### src/rtl/mac_frame_enc.sv
// TX frame encoder: serialises a 14-byte header and its payload into the PHY-TX byte FIFO,
// pads short frames up to MIN_PAYLOAD, truncates long ones at MAX_PAYLOAD and marks the last byte.
module mac_frame_enc #(
    parameter int          MIN_PAYLOAD = 46,
    parameter int          MAX_PAYLOAD = 1500,
    parameter logic [7:0]  PAD_BYTE    = 8'h00
) (
    input  logic           clk,
    input  logic           arst_n,
    input  logic [111:0]   h_fifo_dout,
    input  logic           h_fifo_empty,
    output logic           h_fifo_rden,
    input  logic [7:0]     b_fifo_dout,
    input  logic           b_fifo_last,
    input  logic           b_fifo_empty,
    output logic           b_fifo_rden,
    output logic [7:0]     o_fifo_din,
    output logic           o_fifo_wren,
    output logic           o_fifo_del,
    input  logic           o_fifo_afull,
    output logic           frame_done
);

    localparam logic [10:0] MIN_C = 11'(MIN_PAYLOAD);
    localparam logic [10:0] MAX_C = 11'(MAX_PAYLOAD);

    typedef enum logic [2:0] {
        S_IDLE,
        S_HEADER,
        S_PAYLOAD,
        S_PAD,
        S_DRAIN,
        S_END
    } state_t;

    state_t         state, state_nxt;
    logic [111:0]   hdr_q, hdr_nxt;
    logic [3:0]     byte_cnt, byte_cnt_nxt;
    logic [10:0]    pay_cnt, pay_cnt_nxt, pay_inc;
    logic [7:0]     din_nxt;
    logic           wren_nxt, del_nxt;

    assign pay_inc = pay_cnt + 11'd1;

    // Valid/ready: a FIFO word moves only in a cycle where rden is high and empty is low;
    // the corresponding output write is registered and appears on the following cycle.
    always_comb begin
        state_nxt    = state;
        hdr_nxt      = hdr_q;
        byte_cnt_nxt = byte_cnt;
        pay_cnt_nxt  = pay_cnt;
        din_nxt      = 8'h00;
        wren_nxt     = 1'b0;
        del_nxt      = 1'b0;
        h_fifo_rden  = 1'b0;
        b_fifo_rden  = 1'b0;
        case (state)
            S_IDLE: begin
                // Room for a whole maximum frame is checked once here, never per byte.
                if (!h_fifo_empty && !o_fifo_afull) begin
                    h_fifo_rden  = 1'b1;
                    hdr_nxt      = h_fifo_dout;
                    byte_cnt_nxt = 4'd0;
                    state_nxt    = S_HEADER;
                end
            end
            S_HEADER: begin
                din_nxt      = hdr_q[111:104];
                wren_nxt     = 1'b1;
                hdr_nxt      = {hdr_q[103:0], 8'h00};
                byte_cnt_nxt = byte_cnt + 4'd1;
                if (byte_cnt == 4'd13) begin
                    state_nxt = S_PAYLOAD;
                end
            end
            S_PAYLOAD: begin
                b_fifo_rden = !b_fifo_empty;
                if (!b_fifo_empty) begin
                    din_nxt     = b_fifo_dout;
                    wren_nxt    = 1'b1;
                    pay_cnt_nxt = pay_inc;
                    if (b_fifo_last) begin
                        if (pay_inc >= MIN_C) begin
                            del_nxt   = 1'b1;
                            state_nxt = S_END;
                        end else begin
                            state_nxt = S_PAD;
                        end
                    end else if (pay_inc == MAX_C) begin
                        del_nxt   = 1'b1;
                        state_nxt = S_DRAIN;
                    end
                end
            end
            S_PAD: begin
                din_nxt     = PAD_BYTE;
                wren_nxt    = 1'b1;
                pay_cnt_nxt = pay_inc;
                if (pay_inc >= MIN_C) begin
                    del_nxt   = 1'b1;
                    state_nxt = S_END;
                end
            end
            S_DRAIN: begin
                // Oversized frame: discard the rest of its payload without writing.
                b_fifo_rden = !b_fifo_empty;
                if (!b_fifo_empty && b_fifo_last) begin
                    state_nxt = S_END;
                end
            end
            S_END: begin
                hdr_nxt      = '0;
                byte_cnt_nxt = 4'd0;
                pay_cnt_nxt  = 11'd0;
                state_nxt    = S_IDLE;
            end
            default: begin
                state_nxt = S_END;
            end
        endcase
    end

    always_ff @(posedge clk or negedge arst_n) begin
        if (!arst_n) begin
            state       <= S_IDLE;
            hdr_q       <= '0;
            byte_cnt    <= 4'd0;
            pay_cnt     <= 11'd0;
            o_fifo_din  <= 8'h00;
            o_fifo_wren <= 1'b0;
            o_fifo_del  <= 1'b0;
            frame_done  <= 1'b0;
        end else begin
            state       <= state_nxt;
            hdr_q       <= hdr_nxt;
            byte_cnt    <= byte_cnt_nxt;
            pay_cnt     <= pay_cnt_nxt;
            o_fifo_din  <= din_nxt;
            o_fifo_wren <= wren_nxt;
            o_fifo_del  <= del_nxt;
            frame_done  <= del_nxt;
        end
    end

endmodule

### config.mk
export PLATFORM = sky130hd
export DESIGN_NAME = mac_frame_enc
export DESIGN_NICKNAME = d
export VERILOG_FILES = /design/src/rtl/mac_frame_enc.sv
export SDC_FILE = /design/constraint.sdc
export NUM_CORES = 1
export LEC_CHECK = 0
export BUFFER_PORTS_ARGS = -buffer_cell sky130_fd_sc_hd__buf_2
export CORE_MARGIN = 1
export CORE_UTILIZATION = 50
export CTS_CLUSTER_DIAMETER = 120
export DETAILED_ROUTE_END_ITERATION = 6
export HOLD_SLACK_MARGIN = 0.02
export PLACE_DENSITY = 0.84
export SKIP_CTS_REPAIR_TIMING = 1
export SLEW_MARGIN = 20
export SYNTH_ARGS = -nofsm -noshare
export SYNTH_HDL_FRONTEND = slang
export SYNTH_SLANG_ARGS = --single-unit
### constraint.sdc
create_clock -name clk -period 1.8 [get_ports clk]
set_clock_uncertainty 0.2 [all_clocks]
set_input_delay 0 -clock clk [delete_from_list [all_inputs] [get_ports clk]]
set_output_delay 0 -clock clk [all_outputs]
set_load 0.02 [all_outputs]
==> metrics, run 1 <==
largest net degree at the start of global routing 97; Startpoint Class register; Root Buffer clkbuf_16; met3 global-route usage 0.05695; post-synthesis cell count 730; max-capacitance violation count 0; Worst R2R Start state[0]$_DFFE_PN0P_; FF/Latch Area 0.003508 mm^2; vias post-DR 6900; Syn Area/Cell 9.310 um^2; I/O pin cnt 139; RSZ-0062 raised after global routing yes; total CTS buffers 17; Yosys Warn Count 0; outcome finished, violations left; Area growth syn-to-layout 50.20%; Power Dens Cells 1573 mW/mm^2; vias in the first global route 5480; antenna diode instance count 0; Routed WL 21970 um; Die Ht 118.6 um; final setup vio count 45; Yosys cell types 47; clock latency at the later pin of the worst-skew pair 0.43 ns; Slew headroom 0.6673; Worst Max-Slew Pin Slew 0.4964 ns; Clock Tree Buf Depth 2; Static Leak 4.766 nW; WL/cell 18.35 um; antenna violations before repair 0; Starting Density 0.5132; post-route ant nets 0; share of the core filled with cells 0.7709; layout cells sized above 1 0.2644; gr busiest metal met2; M2 GR Usage 0.3713; Mapped Area 0.006797 mm^2; Nets 1139; WP data arrival 1.83 ns; Hold Crit Class input port to register; clock slew at reported path FFs 0.06 ns; Hold Violations, Final 0; failing checks negative setup slack; CP Max Fanout 5; DIE AREA 0.01406 mm^2; Min Clock Period, post-route 2.032 ns; post-route setup slack -0.2324 ns; Port Buffers 138; worst vdd ir 0.0008797 V; overall routing resource usage 0.2430; synthesized net count 861; Pins Over Slew Limit 0; Core Rows 42; die extent in x 118.6 um; Seq/Total Area, Yosys 0.5155; Core Box Area 0.01324 mm^2; first-pass GRT wire length 26760 um; DPL Wire Length 11120 um; CTS tree built; fillers 846; Post-synth EDFFs 0; part of the cycle the worst path needs 1.129; Sinks on Clock Net 140; RD Place Congestion 0.8356; min-delay src h_fifo_empty; DR pass1 iterations 6; Synth async-reset ratio 1.000; CTS H-tree depth 4; DRC 0; setup TNS -4.034 ns; crit path from state[0]$_DFFE_PN0P_; met1 GRT Util 0.3338; dominant synthesized flop cell dfrtp_1; fmax 492.0 MHz; Multi-input gate area 0.003014 mm^2; WS Path Type register to output port; Remaining Overflow, GRT 0; critical path endpoint category output port; DRT iter0 DRCs 797; critical path required time 1.60 ns; register bit total from synthesis 140; Vias/cell 5.764
==> critical path, stage by stage, from the launching register on <==
cell and delay, ns:
dfrtp_2 0.44, or4_4 0.55, nor2_4 0.18, buf_12 0.13, buf_8 0.11
==> cell usage in the layout, fill, tap and decap left out, types with 12 or more instances in the layout <==
master and instances:
a21oi_1 82, a222oi_1 29, buf_12 13, buf_2 135, buf_4 42, clkbuf_16 20
dfrtp_1 136, dlygate4sd3_1 126, inv_1 37, nand2_1 103, nor2_1 12, nor3b_1 74
o21ai_1 97
==> power by group <==
part	total [mW]	switching (mW)	internal [mW]
sequential	5.14	0.751	4.39
clock	3.83	1.37	2.46
combinational	7.09	3.98	3.11
==> area by class of cell <==
type	count	area share
Clock inverter	10	0.01581
Timing Repair Buffer	326	0.2619
Inverter	39	0.01434
Multi-Input combinational cell	484	0.2953
Sequential cell	140	0.3437
Clock buffer	22	0.04743
Tap cell	176	0.02157
==> cells by family after synthesis <==
family,after synthesis,share of synthesized area
AOI/OAI and AO/OA,240,0.2137
xor gates and xnor gates,10,0.01289
adders and majority gates,5,0.009205
buffers and inverters,106,0.06664
DFF,140,0.5155
and+or+nand+nor,229,0.1821
==> cells in the mapped netlist, types with 3 or more instances <==
| cell type | n | area share |
|---|---|---|
| nand2_1 | 103 | 0.057 |
| nor3_1 | 5 | 0.0037 |
| buf_1 | 3 | 0.0017 |
| o21ai_1 | 97 | 0.071 |
| buf_2 | 23 | 0.017 |
| xor2_1 | 5 | 0.0064 |
| inv_1 | 37 | 0.020 |
| ha_1 | 5 | 0.0092 |
| nand4_1 | 7 | 0.0064 |
| nand3_1 | 8 | 0.0059 |
| xnor2_1 | 5 | 0.0064 |
| nor3b_1 | 75 | 0.083 |
| nor2_1 | 15 | 0.0083 |
| a21oi_1 | 84 | 0.062 |
| dfrtp_1 | 140 | 0.52 |
| buf_4 | 3 | 0.0033 |
| a222oi_1 | 29 | 0.043 |
| clkbuf_1 | 36 | 0.020 |
| a22o_1 | 8 | 0.010 |
==> layer usage <==
layer | up-vias | routed length, um
met5 | - | 0
met4 | 0 | 779
met3 | 67 | 1329
met2 | 341 | 11210
met1 | 3347 | 8651
li1 | 3145 | -
==> registers in the layout, indices dropped and copies added, names as in the netlist <==
signal,flops
byte_cnt,4
frame_done,1
hdr_q,112
o_fifo_din,8
o_fifo_wren,1
pay_cnt,11
state,3
==> worst paths after layout <==
check	to	slack [ns]	depth (start not counted)
min in group asynchronous	pay_cnt[4]$_DFFE_PN0P_	0.41	3
worst min register to register	hdr_q[67]$_DFFE_PN0P_	0.28	2
worst min-delay path	byte_cnt[3]$_DFFE_PN0P_	0.02	5
worst max-delay path	h_fifo_rden	-0.23	4
worst max register to register	hdr_q[15]$_DFFE_PN0P_	-0.21	7
max in group asynchronous	hdr_q[92]$_DFFE_PN0P_	0.34	4
==> metrics by stage <==
stage | power, mW | setup WS (ns) | area [um^2] | hold slack (ns) | instances
3_3_place_gp | 12.48 | -0.1158 | 7958 | -0.2399 | 1023
4_1_cts | 16.58 | -0.4407 | 8603 | -0.6891 | 1055
2_1_floorplan | 9.334 | -0.08713 | 6837 | -0.4956 | 730
6_report | 16.06 | -0.2324 | 10210 | 0.02405 | 1197
5_1_grt | 17.05 | -0.2607 | 10210 | 0.06923 | 1197
3_5_place_dp | 12.72 | -0.1107 | 7958 | -0.2387 | 1023
(Power assumes the default switching activity.)
==> inputs of run 2 (changes only) <==
--- a/config.mk
+++ b/config.mk
@@ -6,7 +6,7 @@
 export NUM_CORES = 1
 export LEC_CHECK = 0
 export BUFFER_PORTS_ARGS = -buffer_cell sky130_fd_sc_hd__buf_2
-export CORE_MARGIN = 1
+export CORE_MARGIN = 2
 export CORE_UTILIZATION = 50
 export CTS_CLUSTER_DIAMETER = 120
 export DETAILED_ROUTE_END_ITERATION = 6
==> constraint.sdc (replaced) <==
create_clock -name clk -period 1.8 [get_ports clk]
set_clock_uncertainty 0.2 [all_clocks]
set_input_delay 0.09 -clock clk [delete_from_list [all_inputs] [get_ports clk]]
set_output_delay 0.09 -clock clk [all_outputs]
set_load 0.02 [all_outputs]
==> metrics, run 2 (synthesized netlist as in run 1, its figures left out) <==
RR Endpoint hdr_q[27]$_DFFE_PN0P_; Placement Setup Slack -0.1402 ns; CTS tree built; failing checks design-rule violations, negative setup slack; antenna violations before repair 0; final setup vio count 30; vias in the first global route 5741; DIE AREA 0.01454 mm^2; fillers 799; Cells after DPL 1029; largest registers hdr_q: 112 flops, pay_cnt: 11 flops, o_fifo_din: 8 flops; I/O pin cnt 139; Nets 1148; critical path endpoint category output port; Worst Max-Slew Pin Slew 0.5418 ns; crit path from state[0]$_DFFE_PN0P_; WS Path Type register to output port; DR pass1 iterations 7; crit-path max cell delay 0.53 ns; antenna diode instance count 0; min-delay src o_fifo_afull; Startpoint Class register; Remaining Overflow, GRT 0; WHS Endpoint hdr_q[100]$_DFFE_PN0P_; WL met2 11200 um; Finished Layout Cells 1205; Pins Over Slew Limit 0; Worst R2R Start state[1]$_DFFE_PN0P_; largest net degree at the start of global routing 78; Vias/cell 5.699; WP data arrival 1.76 ns; Clock Tree Buf Depth 2; Clk pwr share 0.221; slack of the worst reg-to-reg path -0.10 ns; max reg flops 112; DRC 9; Area growth syn-to-layout 50.57%; Die Ht 120.6 um; share of the core filled with cells 0.7728; DRT iter0 DRCs 688; Seq pwr share 0.322; Hold Crit Class input port to register; hold path cells 5; WL met3 1281 um; fmax 487.2 MHz; reg2reg path depth 5; most frequent cells in the layout dfrtp_1 (137), buf_2 (135), dlygate4sd3_1 (126), nand2_1 (102), o21ai_1 (97); worst-path cell chain or4_4 > nor2_4 > buf_12 > buf_8; Slew headroom 0.6368; vias post-DR 6867; outcome finished, violations left; Max Used Layer met4; worst vdd ir 0.001017 V; Crit path buffers/inverters 2; Starting Density 0.5132; die extent in x 120.6 um; Hold Violations, Final 0; Static Leak 4.788 nW; Port Buffers 138; total power 16.00 mW; sw power 6.130 mW; Core Rows 42; Sw Ratio 0.3830; max-capacitance violation count 0; CP Max Fanout 6; post-route ant nets 0; critical path required time 1.51 ns; overall routing resource usage 0.2382; Min Clock Period, post-route 2.053 ns; Worst path slowest cell or4_4; M1 WL 8680 um; first-pass GRT wire length 27630 um; Root Buffer clkbuf_16; Core Box Area 0.01324 mm^2; Reg with most FFs hdr_q; Int Pwr 9.874 mW; WL/cell 18.13 um; Gate power share 0.457; layout cells sized above 1 0.2702; RSZ-0062 raised after global routing yes; clock latency at the later pin of the worst-skew pair 0.42 ns; total CTS buffers 17; part of the cycle the worst path needs 1.140; commonest non-fill, non-tap cell in the layout dfrtp_1; DPL Wire Length 11200 um; RD Place Congestion 0.9021; post-route setup slack -0.2527 ns; clock slew at reported path FFs 0.06 ns; Routed WL 21840 um; Power Dens Cells 1564 mW/mm^2; Sinks on Clock Net 140; CTS H-tree depth 4; Top delay family on crit path simple AND/OR/NAND/NOR gates
==> run 2: cell count changes in the layout (fill, tap and decap cells not counted), sizes merged <==
cell and change:
buf +7, bufinv -1, clkbuf +2, clkinv +1
clkinvlp -2, nand2b +1
==> run 2: routing by layer <==
metal / GRT usage / vias to the layer above
li1: - / 3176
met1: 0.3224 / 3304
met2: 0.3778 / 315
met3: 0.05896 / 72
met4: 0.07703 / 0
met5: 0 / -
==> run 2: final cells by class <==
| class | instances | area, um^2 | area share |
|---|---|---|---|
| Sequential cell | 140 | 3507 | 0.3427 |
| Inverter | 39 | 148.9 | 0.01455 |
| Timing Repair Buffer | 334 | 2730 | 0.2668 |
| Tap cell | 176 | 220.2 | 0.02152 |
| Clock inverter | 8 | 117.6 | 0.01149 |
| Clock buffer | 23 | 467.9 | 0.04573 |
| Multi-Input combinational cell | 485 | 3042 | 0.2972 |
==> run 2: power by group through the flow <==
stage               Combinational [mW]  Sequential (mW)  Clock, mW
floorplan                         4.39             4.95          0
global placement                  6.06             5.04          0
detailed placement                6.22             5.10          0
CTS                               6.26             5.06       3.54
global route                      8.08             5.28       3.71
finish                            7.31             5.16       3.53
==> run 2: worst max-delay path by stage <==
stage | endpoint | cells after the start
CTS | h_fifo_rden | 4
global placement | state[1]$_DFFE_PN0P_ | 6
global route | h_fifo_rden | 4
detailed placement | state[1]$_DFFE_PN0P_ | 8
finish | h_fifo_rden | 4
floorplan | state[1]$_DFFE_PN0P_ | 7
==> run 2: metrics by stage <==
| step | area, um^2 | setup TNS, ns | hold slack [ns] |
|---|---|---|---|
| 6_report | 10230 | -1.606 | 0.1816 |
| 5_1_grt | 10230 | -4.557 | 0.2173 |
| 4_1_cts | 8576 | -1.146 | -0.6077 |
| 3_5_place_dp | 7990 | -0.3580 | -0.1657 |
| 3_3_place_gp | 7990 | -0.1388 | -0.1672 |
| 2_1_floorplan | 6837 | -0.1895 | -0.4056 |
==> run 2: tightest hold or removal path: stages <==
cell	delay (ns)
buf_2	0.11
nor3_1	0.07
o21ai_4	0.22
buf_12	0.17
o21ai_1	0.08
==> inputs of run 3 (changes only) <==
--- a/config.mk
+++ b/config.mk
@@ -10,6 +10,7 @@
 export CORE_UTILIZATION = 50
 export CTS_CLUSTER_DIAMETER = 120
 export DETAILED_ROUTE_END_ITERATION = 6
+export GPL_TIMING_DRIVEN = 0
 export HOLD_SLACK_MARGIN = 0.02
 export PLACE_DENSITY = 0.84
 export SKIP_CTS_REPAIR_TIMING = 1
==> metrics, run 3 (synthesized netlist as in run 1, its figures left out) <==
crit-path max cell delay 0.46 ns; Min Clock Period, post-route 2.208 ns; Root Buffer clkbuf_16; Starting Density 0.5132; Static Leak 5.059 nW; WL/cell 20.66 um; Pins Over Slew Limit 0; CP Max Fanout 7; max reg flops 112; largest net degree at the start of global routing 102; Reg with most FFs hdr_q; Routed WL 25770 um; vias post-DR 7534; fmax 452.8 MHz; critical path endpoint category register; failing checks design-rule violations, negative hold slack, negative setup slack; Clock Tree Buf Depth 2; Core Box Area 0.01324 mm^2; Slew headroom 0.6466; Nets 1188; Min Hold Slack -0.07300 ns; Port Buffers 138; total CTS buffers 17; die extent in x 120.6 um; Multi-input gate area 0.003418 mm^2; Hold Crit Class input port to async pin; DR pass1 iterations 7; Area growth syn-to-layout 58.30%; FF/Latch Area 0.003507 mm^2; worst vdd ir 0.001111 V; WS Path Type register to register; Vias/cell 6.042; clock slew at reported path FFs 0.06 ns; Hold Violations, Final 39; final setup vio count 120; DRT iter0 DRCs 878; critical path required time 1.92 ns; post-route ant nets 0; first-pass GRT wire length 29040 um; overall routing resource usage 0.2527; CTS tree built; fillers 733; DPL Wire Length 12390 um; Crit path buffers/inverters 2; Most common cell on crit path a211oi_2; share of the core filled with cells 0.8125; largest registers hdr_q: 112 flops, pay_cnt: 11 flops, o_fifo_din: 8 flops; Finished Layout Cells 1247; antenna violations before repair 1; layout cells sized above 1 0.3617; Die Ht 120.6 um; outcome finished, violations left; commonest non-fill, non-tap cell in the layout buf_2; Power Dens Cells 1614 mW/mm^2; Remaining Overflow, GRT 0; Top delay family on crit path compound AO/OA/AOI/OAI gates; total power 17.37 mW; Startpoint Class register; Worst path slowest cell dfrtp_2; post-route setup slack -0.4083 ns; WP data arrival 2.33 ns; clock latency at the later pin of the worst-skew pair 0.44 ns; I/O pin cnt 139; RSZ-0062 raised after global routing yes; Core Rows 42; part of the cycle the worst path needs 1.227; worst-path cell chain ha_4 > buf_8 > a21oi_4 > a211oi_2 > o31ai_2 > a211oi_2 > buf_4 > o211a_1; Sinks on Clock Net 140; DRC 2; most frequent cells in the layout buf_2 (145), dfrtp_1 (137), dlygate4sd3_1 (123), nand2_1 (103), o21ai_1 (95); Worst Max-Slew Pin Slew 0.5301 ns; Cells after DPL 1045; max-capacitance violation count 0; vias in the first global route 5927; RD Place Congestion 0.8564; DIE AREA 0.01454 mm^2; CTS H-tree depth 4
## run 3: cell count changes in the layout (fill, tap and decap cells not counted), moves of 6 or more
cell | previous run | this run
buf_4 | 52 | 44
buf_6 | 4 | 27
clkbuf_2 | 0 | 14
nor3b_1 | 75 | 28
buf_2 | 135 | 145
buf_12 | 10 | 1
a21oi_1 | 81 | 56
clkbuf_1 | 4 | 10
nor3b_2 | 0 | 45
a21oi_2 | 3 | 26
## run 3: layer usage
layer | GRT usage | vias up | part of all wire
li1 | - | 3253 | -
met1 | 0.3544 | 3695 | 0.37
met2 | 0.3895 | 469 | 0.52
met3 | 0.05472 | 117 | 0.072
met4 | 0.09012 | 0 | 0.045
met5 | 0 | - | 0
## run 3: power breakdown
part	leakage (nW)	switching, mW	internal (mW)
logic	2.98	4.88	3.76
clock network	0.283	1.42	2.10
registers	1.80	0.807	4.39
## run 3: area by class of cell
type | instances | share of cell area
sequential | 140 | 0.3260
multi-input combinational | 485 | 0.3177
timing repair buffer | 307 | 0.2196
buffer | 67 | 0.04849
clock buffer | 21 | 0.04280
tap | 176 | 0.02047
inverter | 39 | 0.01384
clock inverter | 11 | 0.01093
antenna | 1 | 0.0002326
## run 3: per-stage QoR
| step | hold slack [ns] | setup WS (ns) | cell area [um^2] | setup TNS, ns |
|---|---|---|---|---|
| final | -0.07300 | -0.4083 | 10760 | -9.977 |
| after global placement | 0.1158 | -1.764 | 7747 | -258.44 |
| after floorplan | -0.4056 | -0.08713 | 6837 | -0.1895 |
| after detailed placement | -0.2127 | -0.4532 | 7785 | -50.04 |
| after global routing | -0.01964 | -0.4288 | 10760 | -14.17 |
| after CTS | -0.6615 | -0.6452 | 8363 | -53.53 |
## run 3: worst paths after layout
check / from / to / slack (ns) / depth (start not counted)
min in group clk: h_fifo_empty / state[0]$_DFFE_PN0P_ / 0.06 / 4
setup reg to reg: pay_cnt[1]$_DFFE_PN0P_ / state[1]$_DFFE_PN0P_ / -0.41 / 8
max in group asynchronous: arst_n / pay_cnt[4]$_DFFE_PN0P_ / 0.63 / 3
setup / recovery: pay_cnt[1]$_DFFE_PN0P_ / state[1]$_DFFE_PN0P_ / -0.41 / 8
hold reg to reg: hdr_q[44]$_DFFE_PN0P_ / hdr_q[44]$_DFFE_PN0P_ / 0.28 / 2
hold / removal: arst_n / pay_cnt[6]$_DFFE_PN0P_ / -0.07 / 2
